**config.mk**
```make
export PLATFORM = sky130hd
export DESIGN_NAME = program_loader
export DESIGN_NICKNAME = d
export VERILOG_FILES = /design/src/rtl/program_loader.sv
export SDC_FILE = /design/constraint.sdc
export NUM_CORES = 1
export LEC_CHECK = 0
export ABC_AREA = 1
export CAP_MARGIN = 15
export CORE_ASPECT_RATIO = 1.1
export CORE_MARGIN = 2
export CORE_UTILIZATION = 51
export CTS_CLUSTER_DIAMETER = 50
export DETAILED_ROUTE_END_ITERATION = 8
export PLACE_DENSITY_LB_ADDON = 0.2
export SETUP_SLACK_MARGIN = 0.4
export SLEW_MARGIN = 5
export SYNTH_ARGS = -nofsm -noshare
export SYNTH_HDL_FRONTEND = slang
export SYNTH_SLANG_ARGS = --single-unit
export TNS_END_PERCENT = 30
```
**constraint.sdc**
```tcl
create_clock -name clock -period 1.5 [get_ports clock]
set_input_delay 0.3 -clock clock [delete_from_list [all_inputs] [get_ports clock]]
set_output_delay 0.3 -clock clock [all_outputs]
set_load 0.005 [all_outputs]
```
**src/rtl/program_loader.sv**
```systemverilog
// Instruction-store loader for the 2-bit paper processor: fills the store from a
// valid/ready stream, pads with HLT, pulses the PC reset, then serves fetches in RUN.
//
// state  | meaning
// IDLE   | waiting for start, store held
// LOAD   | accepting words from the instruction stream
// FILL   | padding remaining slots with HLT_OP
// PCRST  | pc_reset asserted for two cycles
// RUN    | processor executing, fetches served from the store
// ERROR  | illegal opcode received, waiting for start
module program_loader #(
   parameter int          ADDR_W = 2,
   parameter int          DEPTH  = 4,
   parameter logic [1:0]  HLT_OP = 2'b10,
   parameter logic [1:0]  ILL_OP = 2'b11
) (
   input  logic              clock,
   input  logic              reset_n,
   input  logic              start,
   input  logic              in_valid,
   output logic              in_ready,
   input  logic [1:0]        in_data,
   input  logic              in_last,
   output logic              pc_reset,
   output logic              run,
   input  logic              halted,
   input  logic [ADDR_W-1:0] fetch_addr,
   output logic [1:0]        fetch_data,
   output logic [ADDR_W:0]   word_count,
   output logic              done,
   output logic              err
);

   typedef enum logic [2:0] {
      S_IDLE, S_LOAD, S_FILL, S_PCRST, S_RUN, S_ERROR
   } state_t;

   localparam logic [ADDR_W-1:0] LAST_ADDR = ADDR_W'(DEPTH - 1);
   localparam logic [ADDR_W-1:0] ADDR_ONE  = ADDR_W'(1);
   localparam logic [ADDR_W:0]   WC_ONE    = (ADDR_W + 1)'(1);

   state_t              state_q, state_d;
   logic [1:0]          store_q [DEPTH];
   logic [ADDR_W-1:0]   addr_q;
   logic [ADDR_W:0]     wc_q;
   logic                pcrst_cnt_q;
   logic                pc_reset_q;
   logic                done_q;

   logic accept;
   logic illegal;
   logic start_ok;

   assign accept   = (state_q == S_LOAD) && in_valid;
   assign illegal  = (in_data == ILL_OP);
   assign start_ok = start && ((state_q == S_IDLE) || (state_q == S_ERROR));

   always_ff @(posedge clock or negedge reset_n) begin
      if (!reset_n) state_q <= S_IDLE;
      else          state_q <= state_d;
   end

   always_comb begin
      state_d = state_q;
      case (state_q)
         S_IDLE:  if (start) state_d = S_LOAD;
         S_LOAD: begin
            if (accept) begin
               if (illegal)                  state_d = S_ERROR;
               else if (addr_q == LAST_ADDR) state_d = S_PCRST;
               else if (in_last)             state_d = S_FILL;
            end
         end
         S_FILL:  if (addr_q == LAST_ADDR) state_d = S_PCRST;
         S_PCRST: if (pcrst_cnt_q == 1'b0) state_d = S_RUN;
         S_RUN:   if (halted) state_d = S_IDLE;
         S_ERROR: if (start) state_d = S_LOAD;
         default: state_d = S_IDLE;
      endcase
   end

   always_comb begin
      in_ready   = (state_q == S_LOAD);
      run        = (state_q == S_RUN);
      err        = (state_q == S_ERROR);
      fetch_data = HLT_OP;
      if (state_q == S_RUN) fetch_data = store_q[fetch_addr];
   end

   // pc_reset is registered from the next state so it tracks PCRST exactly
   always_ff @(posedge clock or negedge reset_n) begin
      if (!reset_n) begin
         addr_q      <= '0;
         wc_q        <= '0;
         pcrst_cnt_q <= 1'b0;
         pc_reset_q  <= 1'b0;
         done_q      <= 1'b0;
         for (int i = 0; i < DEPTH; i++) store_q[i] <= HLT_OP;
      end else begin
         pc_reset_q <= (state_d == S_PCRST);
         done_q     <= (state_q == S_RUN) && halted;
         if (start_ok) begin
            addr_q <= '0;
            wc_q   <= '0;
         end
         if (accept && !illegal) begin
            store_q[addr_q] <= in_data;
            addr_q          <= addr_q + ADDR_ONE;
            wc_q            <= wc_q + WC_ONE;
         end
         if (state_q == S_FILL) begin
            store_q[addr_q] <= HLT_OP;
            addr_q          <= addr_q + ADDR_ONE;
         end
         if ((state_q != S_PCRST) && (state_d == S_PCRST))
            pcrst_cnt_q <= 1'b1;
         else if ((state_q == S_PCRST) && (pcrst_cnt_q != 1'b0))
            pcrst_cnt_q <= pcrst_cnt_q - 1'b1;
      end
   end

   assign pc_reset   = pc_reset_q;
   assign done       = done_q;
   assign word_count = wc_q;

endmodule

```
### After elaboration in Yosys (flattened, before gate mapping)

Index checks and enable logic that the tools add are counted.
W data, S select, Z words.

| operators by class | value |
|---|---|
| add/subtract/negate cells | 3 |
| magnitude comparators | 3 |
| equal/unequal tests | 9 |
| mux-type cells | 25 |
| bitwise logic cells | 5 |
| reductions and logical operators | 14 |

Operators with widths:

| operator | number |
|---|---|
| $mux W3 | 10 |
| $mux W8 | 2 |
| $pmux W3 S5 | 1 |
| $mux W2 | 7 |
| $eq A3 B2 Y1 const B | 3 |
| $bwmux W8 | 1 |
| $logic_and A1 B1 Y1 | 7 |
| $eq A3 B3 Y1 const B | 2 |
| $ge A3 B3 Y1 const B | 2 |
| $not A2 Y3 | 2 |
| $and A4 B4 Y4 | 1 |
| $bmux W2 S2 | 1 |
| $demux W2 S2 | 1 |
| $eq A2 B2 Y1 const B | 2 |
| $not A4 Y4 | 1 |
| $or A4 B4 Y4 | 1 |
| $reduce_bool A2 Y1 | 2 |
| $add A3 B1 Y3 const B | 1 |
| $eq A3 B1 Y1 const B | 1 |
| $logic_not A3 Y1 | 1 |
| $lt A3 B1 Y1 const B | 1 |
| $ne A3 B2 Y1 const B | 1 |
| $reduce_bool A3 Y1 | 1 |
| $add A2 B1 Y2 const B | 1 |
| other kinds (5) | 6 |

| word-level totals | value |
|---|---|
| register bits after elaboration | 19 |
| output and inout bits | 10 |

### Depth between registers and ports, before layout

| logic depth | value |
|---|---|
| word-level depth | 9 |
| depth in mapped cells | 8 |
| gate-level depth less buffers | 8 |

### Least setup slack after synthesis

Ideal clock, no wire load.

| path | value |
|---|---|
| path kind | reg-to-output |
| start | reg state_q[0] |
| end | out fetch_data[0] |
| arrival | 1.000 ns |
| setup slack | 0.200 ns |
| stages on the path, launching flop included | 6 |
| cells stage by stage | dfrtp_1 nor2_1 inv_1 nor2_1 inv_1 a21oi_1 |

| on the way | value |
|---|---|
| cells in the longest elaborated chain, start to end | 2 |

Ends and longest elaborated chain:

| element | RTL line | source |
|---|---|---|
| start: declaration | 42 | `state_t state_q, state_d;` |
| start signal: assignment | 60 | `else state_q <= state_d;` |
| $eq A3 B3 Y1 | -- |  |
| net run | 25 | `output logic run,` |
| $mux W2 | 87 | `if (state_q == S_RUN) fetch_data = store_q[fetch_addr];` |
| end: declaration | 28 | `output logic [1:0] fetch_data,` |

The timed path passes the listed nets, and every way through them passes these cells.

### Final worst setup path

| path | value |
|---|---|
| start | reg state_q[1] |
| end | reg store_q[5] (netlist name) |

| on the way | value |
|---|---|
| cells in the longest elaborated chain, start to end | 6 |
| elaborated cells on any way between the ends | 7 |
| classes of those cells | 2 x eq/ne; 2 x mux; 1 x bitwise; 2 x reduce/logical |

Ends and longest elaborated chain:

| element | RTL line | source |
|---|---|---|
| $eq A3 B1 Y1 | 54 | `assign accept = (state_q == S_LOAD) && in_valid;` |
| $logic_and A1 B1 Y1 | 54 |  |
| $logic_and A1 B1 Y1 | 106 | `if (accept && !illegal) begin` |
| $mux W8 | 106 |  |
| $or A4 B4 Y4 (no line) | -- |  |
| $mux W8 * | 111 | `if (state_q == S_FILL) begin` |
| end signal: indexed assignment | 107 | `store_q[addr_q] <= in_data;` |
| end: declaration | 43 | `logic [1:0] store_q [DEPTH];` |

Mark *: on every way between the ends. The rest lies on a longest branch, timed or not.
A chain may end at the register's enable or synchronous reset.

==> flow_metrics.tcl <==
set metrics [dict create \
    status "finished, violations left" \
    violations "negative setup slack" \
    synth_common_cells "nand2_1 (29), inv_1 (26), nor2_1 (18), dfrtp_1 (15), o21ai_0 (13)" \
    arrival_ns 1.94 \
    dp_hpwl_um 2150 \
    grt.total_usage_pct 26.6 \
    final-setup-viol-count 19 \
    grt-ovfl-total 0 \
    clk_path_buf_depth 2 \
    postLayoutSetupSlackWorst_ns -0.198 \
    vias_per_cell 5.23 \
    die_h_um 52.9 \
    cts_max_level 1 \
    power_density_nw_per_um2 1750 \
    worstSetupStartpoint "state_q[1]" \
    wl_per_cell_um 13.9 \
    io_pins 20 \
    syn_area_um2 1110 \
    path_clk_slew_ns 0.13 \
    via_count 1156 \
    yosysMostFrequentCell "nand2_1" \
    r2r-start "state_q[1]" \
    synth.area.top_cells "dfrtp_1 (34%), nand2_1 (9.8%), dfstp_2 (9.5%)" \
    clkLatencyLatePin_ns 0.32 \
    first_iter_violations 31 \
    area_growth_pct 44.7 \
    avgSynthCellArea_um2 7.69 \
    r2r_end "store_q[5]" \
    cp-endpoint "store_q[5]" \
    start_kind "flip-flop" \
    synth_seq_cells 19 \
    nets 210 \
    tns_ns -1.89 \
    grt_pass1_wl_um 5030 \
    ys_seq_area_share_pct 43.4 \
    synthCells 144 \
    core_um2 2020 \
    numCtsBuffers 3 \
    worstSetupPathType "reg -> reg" \
    maxSlewViolCount 0 \
    grt_pass1_vias 1155 \
    synthArstFlopShare_pct 100 \
    cp.required_ns 1.75 \
    hold_class "in -> async" \
    worstRegToRegCells 10 \
    end_kind "flip-flop" \
    synth_edf_count 0 \
    io_buffers 19 \
    synth_top_cell_area_share_pct 33.9 \
    crit_fanout 5 \
    dpl.cell_count 210 \
    cellLeakagePower_uw 0.000843 \
    synth_warnings 0 \
    antennaDiodeCount 0 \
    vdd_drop_max_v 0.00128 \
    period_share_pct 113 \
    chipWidth_um 48.4 \
    drv_cap 0 \
    grt_max_degree 20 \
    fmax_mhz 589 \
    dr.pass1.iters 4 \
    cts.sinks 19 \
    globalplace.congestion 0.854 \
    cts_tree "done" \
    tightest_slew_ns 0.304 \
    fin_skew_ns 0.00423 \
    fp-row-count 17 \
    synth_cell_type_count 21 \
    synth_nets 160 \
    synth-main-ff-cell "dfrtp_1" \
    rsz0062_at_grt "true" \
    slew_headroom_pct 79.7 \
    cts_root_buf "clkbuf_4" \
    worst_hold_slack_ns 0.298 \
    layout.cells.non_filler 221 \
    antenna_found_initial 0 \
    r2r_slack_ns -0.20 \
    drive_above_1_share_pct 33.7 \
    hold_violations 0 \
    yosysTopAreaCell "dfrtp_1" \
    initial_core_util_pct 54.8 \
    period_minus_slack_ns 1.70 \
    final_antenna_net_count 0 \
    die-area_um2 2560 \
    drc 0 \
    wl_um 3080 \
]
## flip-flops by register name, summed over array words and instances, names as in the netlist
name	flops
word_count	3
pcrst_cnt_q	1
pc_reset	1
done	1
addr_q	2
store_q	8
state_q	3
## layer usage
| metal | share of wire, % | GRT usage (%) | up-vias |
|---|---|---|---|
| met5 | 0 | 0 | - |
| met4 | 3.6 | 13.8 | 0 |
| met3 | 4.8 | 4.52 | 13 |
| met2 | 53 | 51.4 | 40 |
| met1 | 39 | 28.1 | 545 |
| li1 | - | - | 558 |
## timing repair
| action | CTS | global route |
|---|---|---|
| pin swaps | 3 | 3 |
| hold buffers | 0 | 0 |
| setup buffers | 3 | 3 |
| endpoints found under the setup margin | 28 | 29 |
| gates resized for setup | 49 | 11 |
| gates cloned | 1 | 0 |
## metrics by stage
stage	worst slack, ns	util [%]	area [um^2]	total power [uW]
after floorplan	0.265	-	1120	1620
after global routing	-0.299	79.3	1600	3020
after global placement	-0.478	73.5	1490	2230
after CTS	-0.186	76.4	1540	2660
final	-0.198	79.3	1600	2810
after detailed placement	-0.601	73.5	1490	2300
## worst max-delay path: stages (launching register included)
cell and delay (ns):
dfrtp_1 0.44, buf_4 0.16, inv_2 0.07, nand3_2 0.08, buf_4 0.15, nor2_4 0.17, nand2_4 0.11, buf_4 0.16
inv_2 0.05, nand3_1 0.09, o211ai_1 0.13
## cell families after synthesis
kind of cell	after synthesis	synth area share [%]
AO/OA/AOI/OAI	25	13.1
buffers and inverters	29	10.5
AND/OR/NAND/NOR	64	25.4
XOR/XNOR	1	0.791
flip-flops	19	43.4
adder cells (fa/ha/maj)	6	6.78
## power breakdown
group	total, uW	internal (uW)	switching [uW]
clock network	296	102	194
registers	897	756	141
logic	1610	749	864
total	2810	1610	1200
## layout by cell type (no fill, tap or decap), types with 2 or more instances in the layout
| master | n |
|---|---|
| nor2_4 | 6 |
| a21oi_2 | 2 |
| ha_1 | 6 |
| inv_1 | 21 |
| nand2_4 | 2 |
| clkdlybuf4s15_2 | 2 |
| dlygate4sd2_1 | 3 |
| a21oi_1 | 2 |
| o211ai_1 | 5 |
| inv_2 | 7 |
| dfrtp_1 | 15 |
| clkbuf_4 | 3 |
| nand3_2 | 3 |
| buf_6 | 2 |
| nor3_1 | 3 |
| nand3_1 | 7 |
| buf_4 | 25 |
| nand2_1 | 29 |
| o21ai_1 | 6 |
| nand4_1 | 2 |
| buf_2 | 5 |
| o21ai_0 | 8 |
| dfstp_2 | 4 |
| nor2_1 | 12 |
| clkdlybuf4s50_1 | 7 |
## how the worst min path moves through the flow
stage	startpoint	end	depth (start not counted)
after floorplan	reset_n	addr_q[0]	0
after global placement	word_count[1]	word_count[1]	2
after detailed placement	word_count[1]	word_count[1]	2
after CTS	reset_n	store_q[6]	2
after global routing	reset_n	store_q[6]	2
final	reset_n	store_q[6]	2
## cell type report
cell class	instances	area [um^2]
flip-flops and latches	19	480
clock buffers	3	22.5
clock inverters	1	7.51
repair buffers	45	367
inverters	28	105
well taps	28	35.0
multi-input cells	97	586
fillers	139	418
(Power assumes the default switching activity.)
